## src/rtl/regfile_defines.sv

```systemverilog
// regfile_defines: shared register-file geometry used by the writeback-stage blocks
`ifndef REGFILE_DEFINES_SV
`define REGFILE_DEFINES_SV
`define ASIZE 5
`define DSIZE 32
`define NREG 32
`endif

```

## src/rtl/regfile_wr_arbiter_pkg.sv

```systemverilog
// regfile_wr_arbiter_pkg: requester encoding and defaults shared by the writeback-stage blocks
package regfile_wr_arbiter_pkg;
  typedef enum logic {REQ_ALU = 1'b0, REQ_LD = 1'b1} req_e;
  localparam int STARVE_MAX_DEF = 3;
endpackage

```

## src/rtl/regfile_wr_arbiter_prio.sv

```systemverilog
// wr_prio_sel: load-first grant with a forced ALU win once the starvation count saturates
module wr_prio_sel
  import regfile_wr_arbiter_pkg::*;
#(
  parameter int SW = 2,
  parameter int STARVE_MAX = STARVE_MAX_DEF
) (
  input  logic          alu_valid,
  input  logic          ld_valid,
  input  logic [SW-1:0] starve_cnt,
  output logic [1:0]    grant
);
  logic force_alu;
  assign force_alu = alu_valid && starve_cnt == SW'(STARVE_MAX);
  always_comb begin
    grant = '0;
    grant[REQ_ALU] = alu_valid && (!ld_valid || force_alu);
    grant[REQ_LD] = ld_valid && !force_alu;
  end
endmodule

```

## src/rtl/regfile_wr_arbiter.sv

```systemverilog
// regfile_wr_arbiter: two-requester writeback arbiter driving a registered regfile write port
// REGFILE_WR_ARB_R0_DROP_EN: accept but never issue writes to register 0
module regfile_wr_arbiter
  import regfile_wr_arbiter_pkg::*;
#(
  parameter int AW = `ASIZE,
  parameter int DW = `DSIZE,
  parameter int STARVE_MAX = STARVE_MAX_DEF,
  localparam int SW = $clog2(STARVE_MAX + 1)
) (
  input  logic          clk,
  input  logic          rst,
  input  logic          alu_valid,
  input  logic [AW-1:0] alu_addr,
  input  logic [DW-1:0] alu_data,
  output logic          alu_ready,
  input  logic          ld_valid,
  input  logic [AW-1:0] ld_addr,
  input  logic [DW-1:0] ld_data,
  output logic          ld_ready,
  output logic          wen,
  output logic [AW-1:0] waddr,
  output logic [DW-1:0] wdata,
  output logic [SW-1:0] starve_cnt
);
  logic [1:0] grant;
  logic acc, issue, wen_q;
  logic [AW-1:0] acc_addr;
  logic [DW-1:0] acc_data;
  wr_prio_sel #(.SW(SW), .STARVE_MAX(STARVE_MAX)) u_sel (
    .alu_valid(alu_valid),
    .ld_valid(ld_valid),
    .starve_cnt(starve_cnt),
    .grant(grant)
  );
  assign alu_ready = grant[REQ_ALU] && !rst;
  assign ld_ready = grant[REQ_LD] && !rst;
  assign acc = alu_ready || ld_ready;
  assign acc_addr = ld_ready ? ld_addr : alu_addr;
  assign acc_data = ld_ready ? ld_data : alu_data;
`ifdef REGFILE_WR_ARB_R0_DROP_EN
  assign issue = acc && acc_addr != '0;
`else
  assign issue = acc;
`endif
  // Reset also masks a write already sitting in the output register
  assign wen = wen_q && !rst;
  always_ff @(posedge clk) begin
    if (rst) begin
      wen_q <= 1'b0;
      waddr <= '0;
      wdata <= '0;
      starve_cnt <= '0;
    end else begin
      wen_q <= issue;
      if (issue) begin
        waddr <= acc_addr;
        wdata <= acc_data;
      end
      if (alu_ready) starve_cnt <= '0;
      else if (alu_valid && ld_ready && starve_cnt != SW'(STARVE_MAX)) starve_cnt <= starve_cnt + 1'b1;
    end
  end
endmodule

```

## config.mk

```make
export PLATFORM = sky130hd
export DESIGN_NAME = regfile_wr_arbiter
export DESIGN_NICKNAME = d
export VERILOG_FILES = /design/src/rtl/regfile_defines.sv /design/src/rtl/regfile_wr_arbiter_pkg.sv /design/src/rtl/regfile_wr_arbiter_prio.sv /design/src/rtl/regfile_wr_arbiter.sv
export SDC_FILE = /design/constraint.sdc
export NUM_CORES = 1
export LEC_CHECK = 0
export CAP_MARGIN = 20
export CORE_MARGIN = 4
export CORE_UTILIZATION = 34
export CTS_BUF_LIST = sky130_fd_sc_hd__clkbuf_2 sky130_fd_sc_hd__clkbuf_4 sky130_fd_sc_hd__clkbuf_8
export CTS_CLUSTER_SIZE = 14
export DETAILED_ROUTE_END_ITERATION = 16
export GPL_TIMING_DRIVEN = 0
export HOLD_SLACK_MARGIN = 0.02
export PLACE_DENSITY = 0.85
export SLEW_MARGIN = 5
export SYNTH_ARGS = -nofsm -noshare
export SYNTH_HDL_FRONTEND = slang
export SYNTH_HIERARCHICAL = 1
export SYNTH_SLANG_ARGS = --single-unit
```

## constraint.sdc

```tcl
create_clock -name clk -period 1.55 [get_ports clk]
set_clock_uncertainty 0.2 [all_clocks]
set_input_delay 0.155 -clock clk [delete_from_list [all_inputs] [get_ports clk]]
set_output_delay 0.155 -clock clk [all_outputs]
set_load 0.01 [all_outputs]
```

Word-level counts from Yosys, hierarchy flattened
Index checks and enable logic that the tools add are counted.
{"block": "totals", "ff_bits": 40, "latchBits": 0, "ramBits": 0, "rom_bits": 0, "in_bits": 78, "out_inout_bits": 42, "word_cells": 23, "n_memories": 0}
{"block": "classes", "n_addsub": 1, "multipliers": 0, "div_mod_pow": 0, "n_lt_le_gt_ge": 0, "eq_ne": 2, "shift": 0, "mux": 2, "bitwise": 0, "reduce_logical": 14}
{"cell": "$mux 32", "n": 1}
{"cell": "$logic_and 1x1->1", "n": 8}
{"cell": "$mux 5", "n": 1}
{"cell": "$logic_not 1->1", "n": 3}
{"cell": "$add 2x1->2 const B", "n": 1}
{"cell": "$eq 2x2->1 const B", "n": 1}
{"cell": "$logic_or 1x1->1", "n": 2}
{"cell": "$ne 2x2->1 const B", "n": 1}
{"cell": "$reduce_or 2->1", "n": 1}

Depth between registers and ports, before layout
{"block": "logic_depth", "depth_word": 7, "mapped_depth": 6, "ltp_nobuf": 4}

Cells and area by module
The synthesis kept the hierarchy.
{"module": "regfile_wr_arbiter", "instances": 1, "cells_per_inst": 181, "area_each_um2": 1924.3, "seq_area_each_um2": 800.8}
{"module": "wr_prio_sel", "instances": 1, "cells_per_inst": 4, "area_each_um2": 21.3, "seq_area_each_um2": 0.0}

Least setup slack after synthesis
No wires, ideal clock.
{"block": "synth_timing", "path_kind": "register to register", "start": "reg starve_cnt[0]", "end": "reg starve_cnt[0]", "setup_time_ps": 121, "arrival_time_ps": 1316, "t_required_ps": 1229, "setup_slack_ps": -87, "path_stages_with_launch": 5, "n_path_buf": 1, "period_less_slack_ps": 1637, "path_cell_list": "dfxtp_1 a31oi_1 buf_4 and3b_1 mux2_2"}
{"block": "synth_via", "elab_chain_len": 7, "word_cells_on_any_way": 13, "cone_classes": "1 x add/sub; 2 x eq/ne; 10 x reduce/logical"}
{"item": "start: declaration", "line_no": "regfile_wr_arbiter.sv:24", "rtl": "output logic [SW-1:0] starve_cnt"}
{"item": "start signal: assignment", "line_no": "regfile_wr_arbiter.sv:61", "rtl": "else if (alu_valid && ld_ready && starve_cnt != SW'(STARVE_MAX)) starve_cnt <= starve_cnt + 1'b1;"}
{"item": "$eq 2x2->1", "line_no": "regfile_wr_arbiter_prio.sv:14", "rtl": "assign force_alu = alu_valid && starve_cnt == SW'(STARVE_MAX);"}
{"item": "$logic_and 1x1->1", "line_no": "regfile_wr_arbiter_prio.sv:14"}
{"item": "$logic_not 1->1", "line_no": "regfile_wr_arbiter_prio.sv:18", "rtl": "grant[REQ_LD] = ld_valid && !force_alu;"}
{"item": "$logic_and 1x1->1", "line_no": "regfile_wr_arbiter_prio.sv:18"}
{"item": "via grant[1]", "line_no": "regfile_wr_arbiter.sv:26", "rtl": "logic [1:0] grant;"}
{"item": "$logic_and 1x1->1", "line_no": "regfile_wr_arbiter.sv:37", "rtl": "assign ld_ready = grant[REQ_LD] && !rst;"}
{"item": "$logic_and 1x1->1 (2 in series)", "line_no": "regfile_wr_arbiter.sv:61"}
The timed path passes the listed nets, and every way through them passes these cells.
A chain may end at the register's enable or synchronous reset.

Final worst setup path
{"block": "layout_timing", "start": "reg starve_cnt[0]", "end": "out alu_ready"}
{"block": "layout_via", "elab_chain_len": 5}
{"item": "$eq 2x2->1", "line_no": "regfile_wr_arbiter_prio.sv:14"}
{"item": "$logic_and 1x1->1", "line_no": "regfile_wr_arbiter_prio.sv:14"}
{"item": "$logic_or 1x1->1", "line_no": "regfile_wr_arbiter_prio.sv:17", "rtl": "grant[REQ_ALU] = alu_valid && (!ld_valid || force_alu);"}
{"item": "$logic_and 1x1->1", "line_no": "regfile_wr_arbiter_prio.sv:17"}
{"item": "via grant[0]", "line_no": "regfile_wr_arbiter.sv:26"}
{"item": "$logic_and 1x1->1", "line_no": "regfile_wr_arbiter.sv:36", "rtl": "assign alu_ready = grant[REQ_ALU] && !rst;"}
{"item": "end: declaration", "line_no": "regfile_wr_arbiter.sv:16", "rtl": "output logic alu_ready,"}
The timed path passes the listed nets, and every way through them passes these cells.

==> key figures <==
Route
  • Via density per instance: 4.84
  • Routed WL per cell: approximately 16 um
  • Via count: 1905
  • Detailed Routing Iterations Pass 1: 2
  • Routed WL: 6330 um
  • DRT iter0 DRCs: 23
  • DRC errors left: 0
  • ANT nets after route: 0

Global routing
  • Initial antenna violation count: 0
  • Met3 GRT Util: between 4 and 5%
  • Met1 usage: 19.3%
  • Pin count of the biggest net entering global routing: 13
  • Global-route wire length before repair: 9980 um
  • Vias in the first global route: roughly 2100
  • Tot GR Track Use: ~18%
  • Met2 usage: approximately a third
  • Grt peak-use layer: met2
  • GRT Residual Overflow: 0

Yosys
  • Synth Area in Compound Gates: 15.0%
  • Area leader, netlist: dfxtp_1
  • Netlist cell types: 20
  • Post-synth top area share: 41.2%
  • Mux contribution to synthesized area: 20.2%
  • EDFF count, synth: 0
  • Mapped Area: 1950 um2
  • Seq cells post-synth: 40
  • Post-synthesis simple-gate area fraction: between 10% and 20%
  • Syn Nets: 264
  • Mapped Cells: 185
  • Area contributors post-synth: dfxtp_1, mux2i_1, a211oi_1, nor2b_1, buf_6
  • Xor/xnor share of the synthesized area: 0%
  • Synth warn: 6
  • Synth top cells by count: dfxtp_1, nor2b_1, a211oi_1, mux2i_1, buf_6
  • Main combinational cell family by area after synthesis: multiplexers
  • Fraction of synthesis flops using an asynchronous set or reset pin: 0%
  • Seq/Total Area, Yosys: 41.2%
  • Syn_area_per_cell: 10.5 um2
  • Main synth FF type: dfxtp_1
  • Post-synthesis adder-cell area fraction: 0.643%

Clocking
  • Clk Tree Root Cell: clkbuf_8
  • Bufs on Longest Clock Path: 2
  • H-tree depth: 2
  • Worst skew pair latency: 290 ps
  • Clock slew at reported path FFs: roughly 80 ps
  • CTS tree: done
  • TritonCTS Buffers: 5
  • Hold-fix buffers, CTS: 0
  • Clk sink count: 40

Flow run
  • Total of max-cap violations: 0

Die
  • Core region area: roughly 5500 um2
  • Site row count: 27
  • Die W: 83.6 um
  • Die Footprint: 7000 um2
  • DIE HEIGHT: 83.6 um
  • I/O pin count: 120
  • Initial core utilization: between 30% and 40%

Finish
  • Nets: 400
  • Filler cells: between 400 and 500
  • N_diodes: 0
  • Share of post-route cells with drive strength above 1: 19.3%
  • Area grow syn2layout: 91.9%
  • Final core occ: 67.4%

Status
  • Failing checks: negative setup slack
  • Outcome: finished with violations

Placement
  • Post-Place Setup Slack: -710 ps
  • HPWL Detailed: 4580 um
  • GPL Wtd Cong: about 0.74
  • PortBufs: approximately 120

Critical path
  • Worst Setup End Kind: primary output
  • Critical Path Fanout Max: 4
  • Startpoint types: register
  • Crit path DAT: 1240 ps
  • CP required: 1190 ps
  • CP Class: register to primary output

Power and ir drop
  • Peak supply drop: 0.554 mV
  • Power density cells: ~740 nW/um2
  • Leakage: 1.73 nW

STA
  • Setup_tns: -727 ps
  • Final Hold Viols: 0
  • Final period util: 103%
  • Final setup violation count: 32
  • RSZ-0062 raised after global routing: yes
  • Fin crit period: 1600 ps
  • Worst setup margin: -47.4 ps
  • Final Slew Violations: 0
  • Slew @ Worst Pin: roughly 440 ps
  • Max Clk Rate: 626 MHz
  • Rel. slew slack: 70.8%

Min path
  • Min-Delay Path Class: primary input to register
## through the flow
stage / instance area, um2 / total power, mW / cells / hold WS, ps
floorplan: 1950 / 1.44 / 185 / 146
global placement: 3230 / 1.83 / 375 / 339
detailed placement: 3230 / 1.84 / 375 / 347
CTS: 3460 / 2.73 / 388 / 70.0
global route: 3730 / 2.89 / 394 / 111
finish: 3730 / 2.75 / 394 / 116
## state kept, by name (all words and copies together), names as in the netlist
signal and cells:
wen_q 1, starve_cnt 2, wdata 32, waddr 5
## cells in the final DEF, fill, tap and decap left out, types with 2 or more instances in the layout
| master | synthesis | final |
|---|---|---|
| nor2b_1 | 40 | 38 |
| a211oi_1 | 37 | 32 |
| dlymetal6s2s_1 | 0 | 24 |
| mux2i_1 | 37 | 31 |
| mux2i_4 | 0 | 3 |
| buf_12 | 0 | 5 |
| dfxtp_1 | 40 | 38 |
| a211oi_2 | 0 | 5 |
| clkbuf_16 | 0 | 4 |
| nor3b_2 | 0 | 2 |
| dlygate4sd2_1 | 0 | 8 |
| mux2_4 | 0 | 2 |
| buf_6 | 5 | 7 |
| buf_2 | 4 | 4 |
| nor2b_4 | 0 | 2 |
| clkdlybuf4s50_1 | 0 | 84 |
| clkbuf_8 | 0 | 5 |
| mux2i_2 | 0 | 3 |
| buf_4 | 1 | 5 |
| dfxtp_4 | 0 | 2 |
| clkbuf_2 | 0 | 3 |
## worst paths after layout
check                startpoint         to  slack (ps)  cells past startpoint
hold / removal              rst      wen_q         120                      3
setup / recovery  starve_cnt[0]  alu_ready         -50                      5
setup reg to reg  starve_cnt[0]  wdata[26]         -50                      7
hold reg to reg       wdata[20]  wdata[20]         360                      2
## layout make-up
class,count,area (um2),share of cell area (%)
flip-flops and latches,40,808,21.6
clock inverters,2,35.0,0.938
multi-input cells,126,1120,30.1
well taps,72,90.1,2.41
plain buffers,17,175,4.69
clock buffers,6,76.3,2.04
repair buffers,129,1420,38.0
inverters,2,7.51,0.201
## routing by layer
metal  up-vias  part of all wire (%)
met5         -                     0
met4         0                   1.9
met3        12                   5.7
met2        65                    53
met1       885                    39
li1        943                     -
## where the power goes
group	switching [mW]	internal, mW
registers	0.0414	1.10
logic	0.270	0.486
clock network	0.358	0.496
## kinds of logic (layout without fill, tap and decap cells)
group,after synthesis,in the layout
buffers and inverters,19,156
DFF,40,40
and+or+nand+nor,47,47
AOI/OAI and AO/OA,39,39
muxes,39,39
adders and majority gates,1,1
## timing repair
action | CTS | global route
buffers inserted | 4 | 2
gates resized for setup | 37 | 46
cloned | 1 | 4
pin swaps | 16 | 20
setup endpoints to repair | 45 | 60
## critical path: stages, from the launching register on
cell      delay (ps)
dfxtp_4          380
nand2_2           60
a21boi_2         130
buf_6            130
nor2b_4          150
buf_6            110
Power figures use the tool's default switching activity.
